## src/rtl/pc_pkg.sv

```systemverilog
// Shared types and defaults for the fetch program counter.
// Selection encoding names which source loaded the PC on a given edge.
package pc_pkg;

    localparam int unsigned PC_WIDTH_DEFAULT = 36;
    localparam logic [PC_WIDTH_DEFAULT-1:0] RESET_VECTOR_DEFAULT = 36'd0;

    typedef logic [PC_WIDTH_DEFAULT-1:0] pc_t;

    typedef enum logic [2:0] {
        PC_SEL_RESET,
        PC_SEL_HOLD,
        PC_SEL_JUMP,
        PC_SEL_BRANCH,
        PC_SEL_INC
    } pc_sel_e;

endpackage

```

## src/rtl/pc_next_sel.sv

```systemverilog
// Next-PC select: priority encode, increment with carry-out, mux; zero latency.
// Stall selects hold, so a stalled jump/branch target is dropped rather than queued.
module pc_next_sel
    import pc_pkg::*;
#(
    parameter int unsigned           PC_WIDTH     = PC_WIDTH_DEFAULT,
    parameter logic [PC_WIDTH-1:0]   RESET_VECTOR = PC_WIDTH'(RESET_VECTOR_DEFAULT),
    parameter int unsigned           STEP         = 1
) (
    input  logic                rst,
    input  logic                stall,
    input  logic                jump,
    input  logic [PC_WIDTH-1:0] jump_target,
    input  logic                branch_taken,
    input  logic [PC_WIDTH-1:0] branch_target,
    input  logic [PC_WIDTH-1:0] pc,
    output logic [PC_WIDTH-1:0] pc_next,
    output logic [PC_WIDTH-1:0] pc_plus_step,
    output pc_sel_e             sel,
    output logic                wrap_pending
);

    localparam logic [PC_WIDTH:0] STEP_EXT = (PC_WIDTH+1)'(STEP);

    logic [PC_WIDTH:0] sum;

    // The extra top bit is the carry-out that marks an increment wrapping past all-ones.
    assign sum          = {1'b0, pc} + STEP_EXT;
    assign pc_plus_step = sum[PC_WIDTH-1:0];

    always_comb begin
        sel = PC_SEL_INC;
        if (!rst) begin
            sel = PC_SEL_RESET;
        end else if (stall) begin
            sel = PC_SEL_HOLD;
        end else if (jump) begin
            sel = PC_SEL_JUMP;
        end else if (branch_taken) begin
            sel = PC_SEL_BRANCH;
        end
    end

    always_comb begin
        pc_next = pc_plus_step;
        case (sel)
            PC_SEL_RESET:  pc_next = RESET_VECTOR;
            PC_SEL_HOLD:   pc_next = pc;
            PC_SEL_JUMP:   pc_next = jump_target;
            PC_SEL_BRANCH: pc_next = branch_target;
            default:       pc_next = pc_plus_step;
        endcase
    end

    assign wrap_pending = (sel == PC_SEL_INC) && sum[PC_WIDTH];

endmodule

```

## src/rtl/program_counter.sv

```systemverilog
// Fetch program counter registers; one cycle from controls to o_pc, no input-to-o_pc path.
// Stall holds the PC and drops any concurrent jump/branch request.
module program_counter
    import pc_pkg::*;
#(
    parameter int unsigned           PC_WIDTH     = PC_WIDTH_DEFAULT,
    parameter logic [PC_WIDTH-1:0]   RESET_VECTOR = PC_WIDTH'(RESET_VECTOR_DEFAULT),
    parameter int unsigned           STEP         = 1
) (
    input  logic                i_clk,
    input  logic                i_rst,
    input  logic                i_stall,
    input  logic                i_jump,
    input  logic [PC_WIDTH-1:0] i_jump_target,
    input  logic                i_branch_taken,
    input  logic [PC_WIDTH-1:0] i_branch_target,
    output logic [PC_WIDTH-1:0] o_pc,
    output logic [PC_WIDTH-1:0] o_pc_next,
    output logic [PC_WIDTH-1:0] o_pc_plus_step,
    output logic                o_wrap,
    output logic                o_redirect
);

    logic [PC_WIDTH-1:0] pc_q;
    logic                wrap_q;
    logic                redirect_q;
    logic [PC_WIDTH-1:0] pc_next;
    logic                wrap_pending;
    pc_sel_e             sel;

    pc_next_sel #(
        .PC_WIDTH     (PC_WIDTH),
        .RESET_VECTOR (RESET_VECTOR),
        .STEP         (STEP)
    ) u_next_sel (
        .rst           (i_rst),
        .stall         (i_stall),
        .jump          (i_jump),
        .jump_target   (i_jump_target),
        .branch_taken  (i_branch_taken),
        .branch_target (i_branch_target),
        .pc            (pc_q),
        .pc_next       (pc_next),
        .pc_plus_step  (o_pc_plus_step),
        .sel           (sel),
        .wrap_pending  (wrap_pending)
    );

    always_ff @(posedge i_clk) begin
        if (!i_rst) begin
            pc_q       <= RESET_VECTOR;
            wrap_q     <= 1'b0;
            redirect_q <= 1'b0;
        end else begin
            pc_q       <= pc_next;
            wrap_q     <= wrap_pending;
            redirect_q <= (sel == PC_SEL_JUMP) || (sel == PC_SEL_BRANCH);
        end
    end

    assign o_pc       = pc_q;
    assign o_pc_next  = pc_next;
    assign o_wrap     = wrap_q;
    assign o_redirect = redirect_q;

endmodule

```

## config.mk

```make
export PLATFORM = sky130hd
export DESIGN_NAME = program_counter
export DESIGN_NICKNAME = d
export VERILOG_FILES = /design/src/rtl/pc_pkg.sv /design/src/rtl/pc_next_sel.sv /design/src/rtl/program_counter.sv
export SDC_FILE = /design/constraint.sdc
export NUM_CORES = 1
export LEC_CHECK = 0
export BUFFER_PORTS_ARGS = -buffer_cell sky130_fd_sc_hd__buf_2
export CAP_MARGIN = 10
export CORE_MARGIN = 2
export CORE_UTILIZATION = 25
export CTS_BUF_LIST = sky130_fd_sc_hd__clkbuf_4 sky130_fd_sc_hd__clkbuf_8 sky130_fd_sc_hd__clkbuf_16
export DETAILED_ROUTE_END_ITERATION = 6
export PLACE_DENSITY = 0.5
export SYNTH_ARGS = -nofsm -noshare
export SYNTH_HDL_FRONTEND = slang
export SYNTH_SLANG_ARGS = --single-unit
```

## constraint.sdc

```tcl
create_clock -name i_clk -period 2.55 [get_ports i_clk]
set_input_delay 0.6375 -clock i_clk [delete_from_list [all_inputs] [get_ports i_clk]]
set_output_delay 0.6375 -clock i_clk [all_outputs]
set_load 0.1 [all_outputs]
```

---- Yosys cells after proc, flatten, opt, wreduce, memory -nomap -nowiden ----
Cells that the tools add are included.
word-level totals
  register bits ........................... 38
  bits in latches ......................... 0
  RAM bits ................................ 0
  memory bits (read-only) ................. 0
  input port bits ......................... 77
  output and inout bits ................... 110
  memories kept ........................... 0
cells by class
  $add $sub $neg .......................... 1
  $mul .................................... 0
  div/mod/pow operators ................... 0
  magnitude comparators ................... 0
  equality and inequality tests ........... 4
  shift-type cells ........................ 0
  muxes and demuxes ....................... 5
  bitwise operators ....................... 0
  reduce and logical (&&, ||, !) cells .... 3
operators by type and width
  cell                   number
  $pmux 36 s4            1
  $add 36x1->37 const B  1
  $mux 3                 4
  $eq 3x2->1 const B     2
  $eq 3x1->1 const B     1
  $eq 3x3->1 const B     1
  $logic_not 3->1        1
  $logic_and 1x1->1      1
  $logic_or 1x1->1       1

---- Longest topological paths before layout ----
  depth in word-level cells ............... 6
  mapped depth ............................ 7
  mapped depth without buffers ............ 6

---- By module ----
From an unflattened synthesis, not the netlist that was laid out.
second synthesis, totals
  cell total of the unflattened synthesis .. 319
  area, all modules ....................... 2892.8 um^2
by module, submodules not included
  module           times used  cells each  area each (um^2)  sequential area each (um^2)
  pc_next_sel      1           239         1853.0            0.0
  program_counter  1           80          1039.7            760.7

---- Worst setup path after synthesis ----
No wires, ideal clock.
  path type ............................... register -> output
  start point ............................. register pc_q[2], in the netlist o_pc[2]
  end point ............................... output port o_pc_next[13]
  arrival time ............................ 5.439 ns
  data required time ...................... 1.913 ns
  path slack .............................. -3.527 ns
  stages on the path, launching flop included .. 6
  buffers on the path ..................... 1
  path through ............................ dfxtp_1 buf_2 nand4_4 nor3_2 nand2_1 o311ai_0
on the way
  cells in the longest elaborated chain, start to end .. 2
RTL lines
  element                   line                   text
  start: declaration        program_counter.sv:24  logic [PC_WIDTH-1:0] pc_q;
  start signal: assignment  program_counter.sv:55  pc_q <= pc_next;
  $add 36x1->37             pc_next_sel.sv:28      assign sum = {1'b0, pc} + STEP_EXT;
  $pmux 36 s4               pc_next_sel.sv:46      case (sel)
  end: declaration          program_counter.sv:18  output logic [PC_WIDTH-1:0] o_pc_next,
No other way between the ends.

---- Worst setup path after layout ----
  start point ............................. register pc_q[0], in the netlist o_pc[0]
  end point ............................... output port o_pc_next[33]
The elaborated chain is that of the path after synthesis.

==> reports/summary.txt <==
Main area contributors after synthesis: dfxtp_1, a221o_1, xnor2_1, a22o_1, a21oi_1
Synth Register Bits: 38
Die Y: 111 um
CTS Hold Bufs: 0
Yosys warns: 0
Critical Path Start Type: flop
Status: finished, violations left
Buffers on Ports: 186
RSZ-0062 raised after global routing: true
H-tree Lvls: 2
Die width: 111 um
Fraction of registers with async set/reset: 0%
Post-synthesis net count: 432
Fin. Hold Viols: 0
Max transition margin: 66.2%
Grt total ovfl: 0
Routability cong.: 0.833
Via-per-instance ratio: 5.22
Area of the die: 0.0124 mm2
Wire per inst: 18.7 um
Setup CP Type: flop to output port
Crit share post-route: 115%
Root Buffer: clkbuf_16
Residual DRC count: 0
Largest net degree at the start of global routing: 23
Cell row count: 39
Syn Std Cell Area: 0.00288 mm2
Static Leak: 3.90 nW
CTS tree: yes
Worst slew pin tran: 0.510 ns
Skew final: 0.00439 ns
Area grow syn2layout: 195%
EDFF count, synth: 0
Final setup margin: -0.375 ns
FMAX: 342 MHz
Post-Syn Instances: 354
DP Worst Slack: -0.578 ns
Routed Antenna Nets: 0
Placeable Area: 0.0113 mm2
Failing checks: setup timing
Power Density: 427 mW/mm2
Final Setup Violations: 58
Nets: 796
Top cell type's share of synthesized area: 26.4%
Setup TNS: -10.75 ns
VDD IR max: 337 uV
Clk Latency, worst-skew pair: 0.29 ns
CP arrival: 2.29 ns
CTS Buf Count: 5
Post-DP HPWL: 11.1 mm
Vias in the first global route: 4760
Slew Limit Fails: 0
Global-route wire length before repair: 24.9 mm
Final WL: 16.1 mm
I/O pin cnt: 187
Initial Util: 25.5%
DRT Pass-1 Iters: 5
Synth area leader: dfxtp_1
Main synth FF type: dfxtp_1
Layout cells sized above 1: 80.3%
Req. time, crit path: 1.91 ns
MaxCap Viol Count: 0
Final core occ: 75.1%
Synth cell types: 38
Total Routing Usage GR: 24.8%
TritonCTS Sinks: 38
Clock buffer depth: 2
Worst Path Max Fanout: 3
Worst Hold Class: flop to flop
Syn Area/Cell: 8.14 um2
Sequential area share after synthesis: 26.4%
First DRT Iteration DRCs: 221
Antenna violations before repair: 0
CP endpoint kind: output port
Vias: 4496
Post-route minimum period: 2.92 ns
Ant diodes: 0
Clk pin slew, worst setup/hold paths: 0.06 ns
[power breakdown]
| group | switching, mW | leakage [nW] | internal [mW] |
|---|---|---|---|
| logic | 1.44 | 3.48 | 0.811 |
| clock network | 0.271 | 0.0776 | 0.414 |
| registers | 0.0547 | 0.334 | 0.638 |
| total | 1.76 | 3.90 | 1.86 |
[Yosys cell counts (6+ instances only)]
cell / count
clkbuf_1: 20
inv_1: 7
a221o_1: 44
a21bo_2: 8
xor2_1: 7
nand3_1: 21
nor4_1: 6
a21oi_1: 21
nand4_1: 14
nor2_1: 27
o21ai_0: 8
dfxtp_1: 38
a22o_1: 25
nand2_1: 25
nor3_1: 7
xnor2_1: 27
[state kept, by name, indices dropped and copies added, names as in the netlist]
register,count
o_pc,36
o_redirect,1
o_wrap,1
[worst max-delay path: stages (launching register included)]
cell and delay [ns]:
dfxtp_4 0.36, buf_4 0.12, nand4_1 0.21, nor3_2 0.29, nand4_1 0.27, xnor2_4 0.20, a221o_4 0.37, buf_12 0.17
[cell families (layout without fill, tap and decap cells)]
logic type,count (synthesis),count (layout),share of synthesized area (%)
compound gates,121,121,34.7
xor+xnor,34,34,10.3
fa+ha+maj,1,1,0.434
buf+inv,38,402,5.47
flops,38,38,26.4
mux,2,2,0.695
simple gates,120,121,21.9
[cells in the final DEF (no fill, tap or decap), types with 5 or more instances in the layout]
cell,synthesis,layout
buf_2,5,117
nand3_1,21,5
xor2_4,0,5
nand3_4,0,11
nor3_4,1,5
buf_4,0,134
nor2_1,27,13
dfxtp_4,0,27
a221o_1,44,22
nand2_1,25,14
nor4_4,0,5
a21oi_1,21,14
buf_6,1,55
xnor2_4,0,27
a221o_2,0,8
dfxtp_2,0,7
nand4_1,14,14
nor2_4,0,14
a221o_4,0,14
nand2_2,0,5
a22o_1,25,23
buf_12,0,76
clkbuf_16,0,8
inv_1,7,5
nand3_2,0,5
[worst paths after layout]
| kind | startpoint | endpoint | slack (ns) | cells after the start |
|---|---|---|---|---|
| worst max-delay path | o_pc[0] | o_pc_next[33] | -0.37 | 7 |
| worst min-delay path | o_pc[35] | o_wrap | 0.57 | 2 |
| worst max register to register | o_pc[0] | o_pc[33] | 0.44 | 8 |
| worst min register to register | o_pc[35] | o_wrap | 0.57 | 2 |
[timing repair]
item | CTS | global route
pin swaps | 62 | 32
gates resized for setup | 101 | 52
setup endpoints to repair | 58 | 62
buffers inserted | 40 | 25
endpoints found under the hold margin | 0 | 0
gates cloned | 2 | 2
[stage by stage]
| stage | hold slack [ns] | cell area, um2 | instances | total power, mW |
|---|---|---|---|---|
| after CTS | 0.566 | 8120 | 844 | 3.58 |
| final | 0.566 | 8500 | 862 | 3.63 |
| after floorplan | 0.651 | 4260 | 354 | 2.11 |
| after global placement | 0.557 | 7230 | 797 | 2.77 |
| after global routing | 0.601 | 8500 | 862 | 3.73 |
| after detailed placement | 0.561 | 7230 | 797 | 2.78 |
[layout make-up]
class	instances	area, um2
Timing Repair Buffer	387	3840
Inverter	7	30.0
Clock inverter	1	3.75
Multi-Input combinational cell	279	3430
Fill cell	768	2820
Sequential cell	38	871
Tap cell	143	179
Clock buffer	7	153
[metal layers]
metal  track usage, %  wire (um)
met4             7.08        302
met2             41.7       7900
met1             32.5       6980
met5                0          0
met3             4.68        957
Power figures use the tool's default switching activity.
